===== src/rtl/multi_one_shot_if.sv =====
//==============================================================================
// multi_one_shot_if: per-channel level inputs, arm enables and pulse outputs
// Rev 1.0
//==============================================================================
`default_nettype none

interface multi_one_shot_if #(
  parameter int N_CH = 4
);
  logic [N_CH-1:0] x;
  logic [N_CH-1:0] en;
  logic [N_CH-1:0] y;
  logic [N_CH-1:0] busy;
  logic [N_CH-1:0] miss;

  modport master (
    output x,
    output en,
    input  y,
    input  busy,
    input  miss
  );

  modport slave (
    input  x,
    input  en,
    output y,
    output busy,
    output miss
  );
endinterface

`default_nettype wire


===== src/rtl/multi_one_shot.sv =====
//==============================================================================
// multi_one_shot: N-channel edge-triggered one-shot with retrigger and lockout
// Rev 1.0
//==============================================================================
`default_nettype none

module multi_one_shot #(
  parameter int N_CH      = 4,
  parameter int PULSE_W   = 1,
  parameter int LOCKOUT   = 0,
  parameter int EDGE_MODE = 0,
  parameter int RETRIG    = 0
) (
  input  wire logic        clk,
  input  wire logic        rst,
  multi_one_shot_if.slave  s_if
);

  localparam int c_MAXV  = (PULSE_W > LOCKOUT) ? PULSE_W : LOCKOUT;
  localparam int c_CNT_W = $clog2(c_MAXV + 1);

  localparam logic [c_CNT_W-1:0] c_PULSE_LD = c_CNT_W'(PULSE_W - 1);
  localparam logic [c_CNT_W-1:0] c_LOCK_LD  = (LOCKOUT > 0) ? c_CNT_W'(LOCKOUT - 1) : '0;
  localparam logic [c_CNT_W-1:0] c_CNT_ONE  = c_CNT_W'(1);

  typedef enum logic [1:0] {
    S_IDLE  = 2'd0,
    S_PULSE = 2'd1,
    S_LOCK  = 2'd2
  } state_t;

  logic [N_CH-1:0] w_y;
  logic [N_CH-1:0] w_busy;
  logic [N_CH-1:0] w_miss;

  for (genvar g = 0; g < N_CH; g++) begin : g_ch
    state_t             r_state;
    state_t             w_state_nxt;
    logic [c_CNT_W-1:0] r_cnt;
    logic [c_CNT_W-1:0] w_cnt_nxt;
    logic               r_xq;
    logic               r_y;
    logic               r_miss;
    logic               w_miss_nxt;
    logic               w_rise;
    logic               w_fall;
    logic               w_edge;

    assign w_rise = s_if.x[g] & ~r_xq;
    assign w_fall = ~s_if.x[g] & r_xq;
    assign w_edge = (EDGE_MODE == 1) ? w_fall :
                    (EDGE_MODE == 2) ? (w_rise | w_fall) : w_rise;

    always_ff @(posedge clk) begin
      if (rst) begin
        r_state <= S_IDLE;
        r_cnt   <= '0;
        r_xq    <= 1'b0;
        r_y     <= 1'b0;
        r_miss  <= 1'b0;
      end else begin
        r_state <= w_state_nxt;
        r_cnt   <= w_cnt_nxt;
        r_xq    <= s_if.x[g];
        // y follows the registered state, so it trails busy by one cycle
        r_y     <= (r_state == S_PULSE);
        r_miss  <= w_miss_nxt;
      end
    end

    always_comb begin
      w_state_nxt = r_state;
      w_cnt_nxt   = r_cnt;
      w_miss_nxt  = 1'b0;
      case (r_state)
        S_IDLE: begin
          if (w_edge && s_if.en[g]) begin
            w_state_nxt = S_PULSE;
            w_cnt_nxt   = c_PULSE_LD;
          end
        end
        S_PULSE: begin
          if (w_edge && (RETRIG != 0)) begin
            w_cnt_nxt = c_PULSE_LD;
          end else begin
            w_miss_nxt = w_edge;
            if (r_cnt != '0) begin
              w_cnt_nxt = r_cnt - c_CNT_ONE;
            end else if (LOCKOUT > 0) begin
              w_state_nxt = S_LOCK;
              w_cnt_nxt   = c_LOCK_LD;
            end else begin
              w_state_nxt = S_IDLE;
            end
          end
        end
        S_LOCK: begin
          // an edge on the exit cycle is still swallowed
          w_miss_nxt = w_edge;
          if (r_cnt != '0) begin
            w_cnt_nxt = r_cnt - c_CNT_ONE;
          end else begin
            w_state_nxt = S_IDLE;
          end
        end
        default: begin
          w_state_nxt = S_IDLE;
          w_cnt_nxt   = '0;
        end
      endcase
    end

    assign w_y[g]    = r_y;
    assign w_busy[g] = (r_state != S_IDLE);
    assign w_miss[g] = r_miss;
  end

  assign s_if.y    = w_y;
  assign s_if.busy = w_busy;
  assign s_if.miss = w_miss;

endmodule

`default_nettype wire

===== src/flat_wrapper.sv =====
// flat-port wrapper written by rule: the top's interface ports become plain ports
module multi_one_shot_flat 
#(
  parameter int N_CH      = 4,
  parameter int PULSE_W   = 1,
  parameter int LOCKOUT   = 0,
  parameter int EDGE_MODE = 0,
  parameter int RETRIG    = 0
)
  (clk, rst, s_if_x, s_if_en, s_if_y, s_if_busy, s_if_miss);
  multi_one_shot_if #(.N_CH(N_CH)) s_if_i ();
  input  wire logic clk;
  input  wire logic rst;
  input wire logic [$bits(s_if_i.x)-1:0] s_if_x;
  input wire logic [$bits(s_if_i.en)-1:0] s_if_en;
  output wire logic [$bits(s_if_i.y)-1:0] s_if_y;
  output wire logic [$bits(s_if_i.busy)-1:0] s_if_busy;
  output wire logic [$bits(s_if_i.miss)-1:0] s_if_miss;
  assign s_if_i.x = s_if_x;
  assign s_if_i.en = s_if_en;
  assign s_if_y = s_if_i.y;
  assign s_if_busy = s_if_i.busy;
  assign s_if_miss = s_if_i.miss;
  multi_one_shot #(.N_CH(N_CH), .PULSE_W(PULSE_W), .LOCKOUT(LOCKOUT), .EDGE_MODE(EDGE_MODE), .RETRIG(RETRIG)) u_core (.clk(clk), .rst(rst), .s_if(s_if_i));
endmodule

===== config.mk =====
export PLATFORM = sky130hd
export DESIGN_NAME = multi_one_shot_flat
export DESIGN_NICKNAME = d
export VERILOG_FILES = /design/src/rtl/multi_one_shot_if.sv /design/src/rtl/multi_one_shot.sv /design/src/flat_wrapper.sv
export SDC_FILE = /design/constraint.sdc
export NUM_CORES = 1
export LEC_CHECK = 0
export ABC_AREA = 0
export CAP_MARGIN = 0
export CORE_MARGIN = 5
export CORE_UTILIZATION = 40
export CTS_BUF_LIST = sky130_fd_sc_hd__clkbuf_4 sky130_fd_sc_hd__clkbuf_8 sky130_fd_sc_hd__clkbuf_16
export CTS_CLUSTER_DIAMETER = 100
export DETAILED_ROUTE_END_ITERATION = 8
export PLACE_DENSITY_LB_ADDON = 0.15
export SYNTH_ARGS = -nofsm -noshare
export SYNTH_HDL_FRONTEND = slang
export SYNTH_SLANG_ARGS = --single-unit

===== constraint.sdc =====
create_clock -name clk -period 0.87 [get_ports clk]
set_input_delay 0.261 -clock clk [delete_from_list [all_inputs] [get_ports clk]]
set_output_delay 0.261 -clock clk [all_outputs]
set_load 0.005 [all_outputs]

; ---- Word-level counts from Yosys, hierarchy flattened
; Cells that the tools add are included.
[classes]
multipliers = 0
n_lt_le_gt_ge = 0
n_reduce_logical = 24
div_mod_pow = 0
n_addsub = 4
bitwise_logic = 12
shifts = 0
mux = 24
eq_ne = 16
[ops]
columns = cell, n
row1 = $mux 2, 8
row2 = $pmux 2 s2, 4
row3 = $reduce_or 2->1, 8
row4 = $eq 2x1->1 const B, 4
row5 = $eq 2x2->1 const B, 4
row6 = $logic_not 2->1, 4
row7 = $mux 1, 8
row8 = $ne 2x1->1 const B, 4
row9 = $ne 2x2->1 const B, 4
row10 = $not 1->1, 8
row11 = $pmux 1 s2, 4
row12 = $reduce_and 2->1, 4
row13 = $reduce_bool 2->1, 4
row14 = $and 1x1->1, 4
row15 = $logic_and 1x1->1, 4
row16 = $sub 1x1->1 const B, 4
[word_totals]
memories = 0
romBits = 0
reg_bits = 24
latch_bits = 0
ram_bits = 0

; ---- Longest topological paths before layout
[depth]
ltp_word = 5
mapped_depth = 2
mapped_depth_nobuf = 2

; ---- Least setup slack after synthesis
; OpenSTA, ideal clock, no wires.
[synth_timing]
path_type = input-to-reg
from = input port s_if_x[2]
to = register u_core.g_ch[2].r_state[0]
path_slack_ns = 0.157
arrival_time_ns = 0.595
cell_stages = 2
setup_ns = 0.117
path_cell_list = nor2b_2 > and4bb_2
[synth_between]
elab_chain_cells = 4
[synth_rtl]
columns = item, line_no
row1 = start: declaration, flat_wrapper.sv:14  ; input wire logic [$bits(s_if_i.x)-1:0] s_if_x;
row2 = $and 1x1->1, multi_one_shot.sv:49  ; assign w_rise = s_if.x[g] & ~r_xq;
row3 = $logic_and 1x1->1, multi_one_shot.sv:77  ; if (w_edge && s_if.en[g]) begin
row4 = $ne 2x1->1 (no source line), -
row5 = $reduce_and 2->1 (no source line), -
row6 = end signal: assignment, multi_one_shot.sv:62  ; r_state <= w_state_nxt;
row7 = end: declaration, multi_one_shot.sv:37  ; state_t r_state;
; No other way between the ends.
; A chain may end at the register's enable or synchronous reset.

; ---- Worst setup path in the final report
[layout_timing]
from = register u_core.g_ch[1].r_state[0]
to = output port s_if_busy[1]
[layout_between]
elab_chain_cells = 1
[layout_rtl]
columns = item, line_no
row1 = start: declaration, multi_one_shot.sv:37
row2 = start signal: assignment, multi_one_shot.sv:62
row3 = $reduce_bool 2->1, multi_one_shot.sv:114  ; assign w_busy[g] = (r_state != S_IDLE);
row4 = end: declaration, flat_wrapper.sv:17  ; output wire logic [$bits(s_if_i.busy)-1:0] s_if_busy;
; No other way between the ends.

==> metrics.md <==
| Metric | Value |
|---|---|
| Fill count | ~130 |
| PortBufs | 21 |
| RSZ-0062 raised after global routing | yes |
| Post-synth top area share | 56.02% |
| Most frequent cell after synthesis | dfxtp_1 |
| Largest net degree at the start of global routing | 10 |
| GRT Util Overall | 9.665% |
| Via count | 347 |
| Switch share | about 20% |
| Skew final | 0.9782 ps |
| Cell accounting for the most synthesized area | dfxtp_1 |
| Pins Over Slew Limit | 0 |
| Crit path cell chain | buf_6 |
| Synth Register Bits | 16 |
| Top FF cell, synth | dfxtp_1 |
| Drt initial violations | 1 |
| Post-Synth Adder-Cell Area | 0% |
| Sequential element share of the synthesized area | between 50% and 60% |
| Total Power | 1261 µW |
| WL final | roughly 900 µm |
| Initial Utilization | roughly 43% |
| Tightest Pin Transition | 313.4 ps |
| Final WS setup | -104.8 ps |
| Antenna Violating Nets Remaining | 0 |
| XOR/XNOR Fraction of Synth Area | 0% |
| Area growth syn-to-layout | 39.61% |
| R2R setup slack | 20 ps |
| # IOs | 22 |
| MaxCap Viol Count | 0 |
| GRT overflow | 0 |
| Drc violations | 0 |
| Max-slew headroom | 79.11% |
| Largest family of logic cells by synthesized area | simple AND/OR/NAND/NOR gates |
| TNS Setup | -1089 ps |
| Clock Sinks | 16 |
| Slowest-stage cell, CP | dfxtp_2 |
| Die Span Y | between 40 and 50 µm |
| PwrDens | 1579 nW/µm² |
| Worst-path clk slew | 80 ps |
| Final hold vios | 0 |
| Routed len/inst | 11.29 µm |
| Min Hold Slack | 269.1 ps |
| Vias in the first global route | 367 |
| R2R cell count | 3 |
| Status | finished, violations left |
| Switching power | between 200 and 300 µW |
| R2r endpoint | u_core.g_ch[1].r_state[0]$_SDFFE_PP0P_ |
| Die area | 2286 µm² |
| Post-Syn Area | approximately 570 µm² |
| Crit-path max cell delay | 330 ps |
| Post-synth net total | 53 |
| Worst Min Path Start | s_if_x[2] |
| Nets@finish | 76 |
| Hold Path Depth | 2 |
| Total CTS buffers | 3 |
| Critical path fanouts, max | 2 |
| Bufs on Longest Clock Path | 2 |
| Synth area leaders | dfxtp_1 (56%), buf_4 (11%), nor4b_4 (8.3%), and2b_2 (7.7%), nand2b_4 (4.8%) |
| Clock share of power | 28.6% |
| Worst vdd ir | approximately 960 µV |
| YS warnings | 0 |
| CP Launch Type | flop |
| Data required time of the critical path | 610 ps |
| Worst hold path type | input port to flop |
| CTS Root Cell | clkbuf_4 |
| Failing checks | setup timing |
| Placed Area | 770.7 µm² |
| Delay-heaviest family, CP | flip-flops |
| CTS tree | built |
| First-pass GRT wire length | approximately 1.5 mm |
| Compound-Gate Fraction of Synth Area | 0% |
| Tmin final | 974.8 ps |
| Internal Power | 1008 µW |
| Unique masters post-synth | 13 |
| DP HPWL | 711.9 µm |
| Worst Hold End | u_core.g_ch[2].r_xq$_SDFF_PP0_ |
| Most common library cells after synthesis | dfxtp_1 (16), buf_4 (8), and2b_2 (5) |
| Seq. cell area | 329.1 µm² |
| Mux contribution to synthesized area | 0% |
| F_max | 1026 MHz |
| Vias/cell | 4.392 |
| Sequential power share | 61.0% |
| Cells after Synth | 43 |
| Share of cells above drive strength 1 | 59.38% |
| Core outline area | between 1000 and 1500 µm² |
| Crit share post-route | 112.0% |
| FP Rows | 13 |
| Die width | 47.81 µm |
| Clk Latency, worst-skew pair | 270 ps |
| Routability cong. | between 0.5 and 0.6 |
| Htree depth | 1 |
| Synth Area per Inst | 13.30 µm² |
| Area taken by multi-input logic gates | 188.9 µm² |
| Leak | 0.0004021 µW |
| Final Instance Area | 798.3 µm² |
| Fraction of registers with async set/reset | 0% |
| Fin util | 59.85% |
| Synth Area in Simple Gates | about a third |
| Critical path buffers and inverters | 1 |
| Final setup vio count | 12 |
| Endpoint class of the critical path | output pin |
| Crit Path Class | flop to output pin |
| Diode count | 0 |
| Arrival @ worst endpoint | 710 ps |
| Combinational Power Share | 10.4% |
| DR pass1 iterations | 2 |
| Initial antenna violation count | 0 |
| R2R Path Start | u_core.g_ch[1].r_state[0]$_SDFFE_PP0P_ |
| Post-synth EDFFs | 0 |
-- layout by cell type (no fill, tap or decap), drive strengths merged --
cell type       n
and3            1
nor4b           2
dlymetal6s2s    1
dlygate4sd2     3
nand2b          2
inv             2
and4b           1
nor2b           1
and2b           5
nor2            1
clkdlybuf4s50   5
dfxtp          16
buf            17
and3b           1
nor3b           2
clkbuf          3
and4bb          1
-- metrics by stage --
stage | std cells | worst slack, ps
final | 79 | -104.8
after CTS | 78 | -124.9
after global routing | 79 | -151.3
after global placement | 75 | -458.5
after detailed placement | 75 | -512.7
after floorplan | 43 | 157.2
-- worst register-to-register path, cell delays in order (launching register included) --
cell and delay (ps):
dfxtp_2 330, buf_6 110, buf_6 110, nor4b_4 220
-- final cells by class --
type                            count  area share (%)
Timing Repair Buffer               26           29.00
Inverter                            2          0.9404
Tap cell                           15           2.351
Clock buffer                        3           2.821
Sequential cell                    16           41.22
Multi-Input combinational cell     17           23.67
-- worst max path at each step --
| stage | from | endpoint | slack [ps] | cells after the start |
|---|---|---|---|---|
| detailed placement | rst | u_core.g_ch[0].r_state[0]$_SDFFE_PP0P_ | -510 | 3 |
| global placement | rst | u_core.g_ch[0].r_state[0]$_SDFFE_PP0P_ | -460 | 3 |
| CTS | u_core.g_ch[0].r_state[0]$_SDFFE_PP0P_ | s_if_busy[0] | -120 | 1 |
| global route | u_core.g_ch[0].r_state[0]$_SDFFE_PP0P_ | s_if_busy[0] | -150 | 1 |
| floorplan | s_if_x[2] | u_core.g_ch[2].r_state[0]$_SDFFE_PP0P_ | 160 | 2 |
| finish | u_core.g_ch[1].r_state[0]$_SDFFE_PP0P_ | s_if_busy[1] | -100 | 1 |
-- registers in the layout (all words and copies together) (netlist names) --
register             count
u_core.g_ch.r_xq         4
u_core.g_ch.r_miss       4
u_core.g_ch.r_state      4
u_core.g_ch.r_y          4
-- cell families after synthesis --
family,after synthesis
flip-flops,16
buffers and inverters,10
AND/OR/NAND/NOR,17
-- power by group through the flow --
stage                     Sequential [µW]  Combinational [µW]  Clock [µW]
after CTS                             768                 123         381
after detailed placement              784                 135           0
after floorplan                       786                51.2           0
after global routing                  772                 143         424
final                                 769                 131         360
after global placement                783                 133           0
-- per-layer routing --
| metal | wire length, µm | GRT usage [%] |
|---|---|---|
| met5 | 0 | 0 |
| met3 | 113 | 7.895 |
| met2 | 428 | 15.04 |
| met4 | 0 | 1.613 |
| met1 | 350 | 10.38 |
-- what timing repair did --
action / in CTS / in global routing
hold buffers: 0 / 0
setup endpoints to repair: 27 / 13
pin swaps: 0 / 2
gates resized for setup: 59 / 9
setup buffers: 0 / 1
Power figures use the tool's default switching activity.
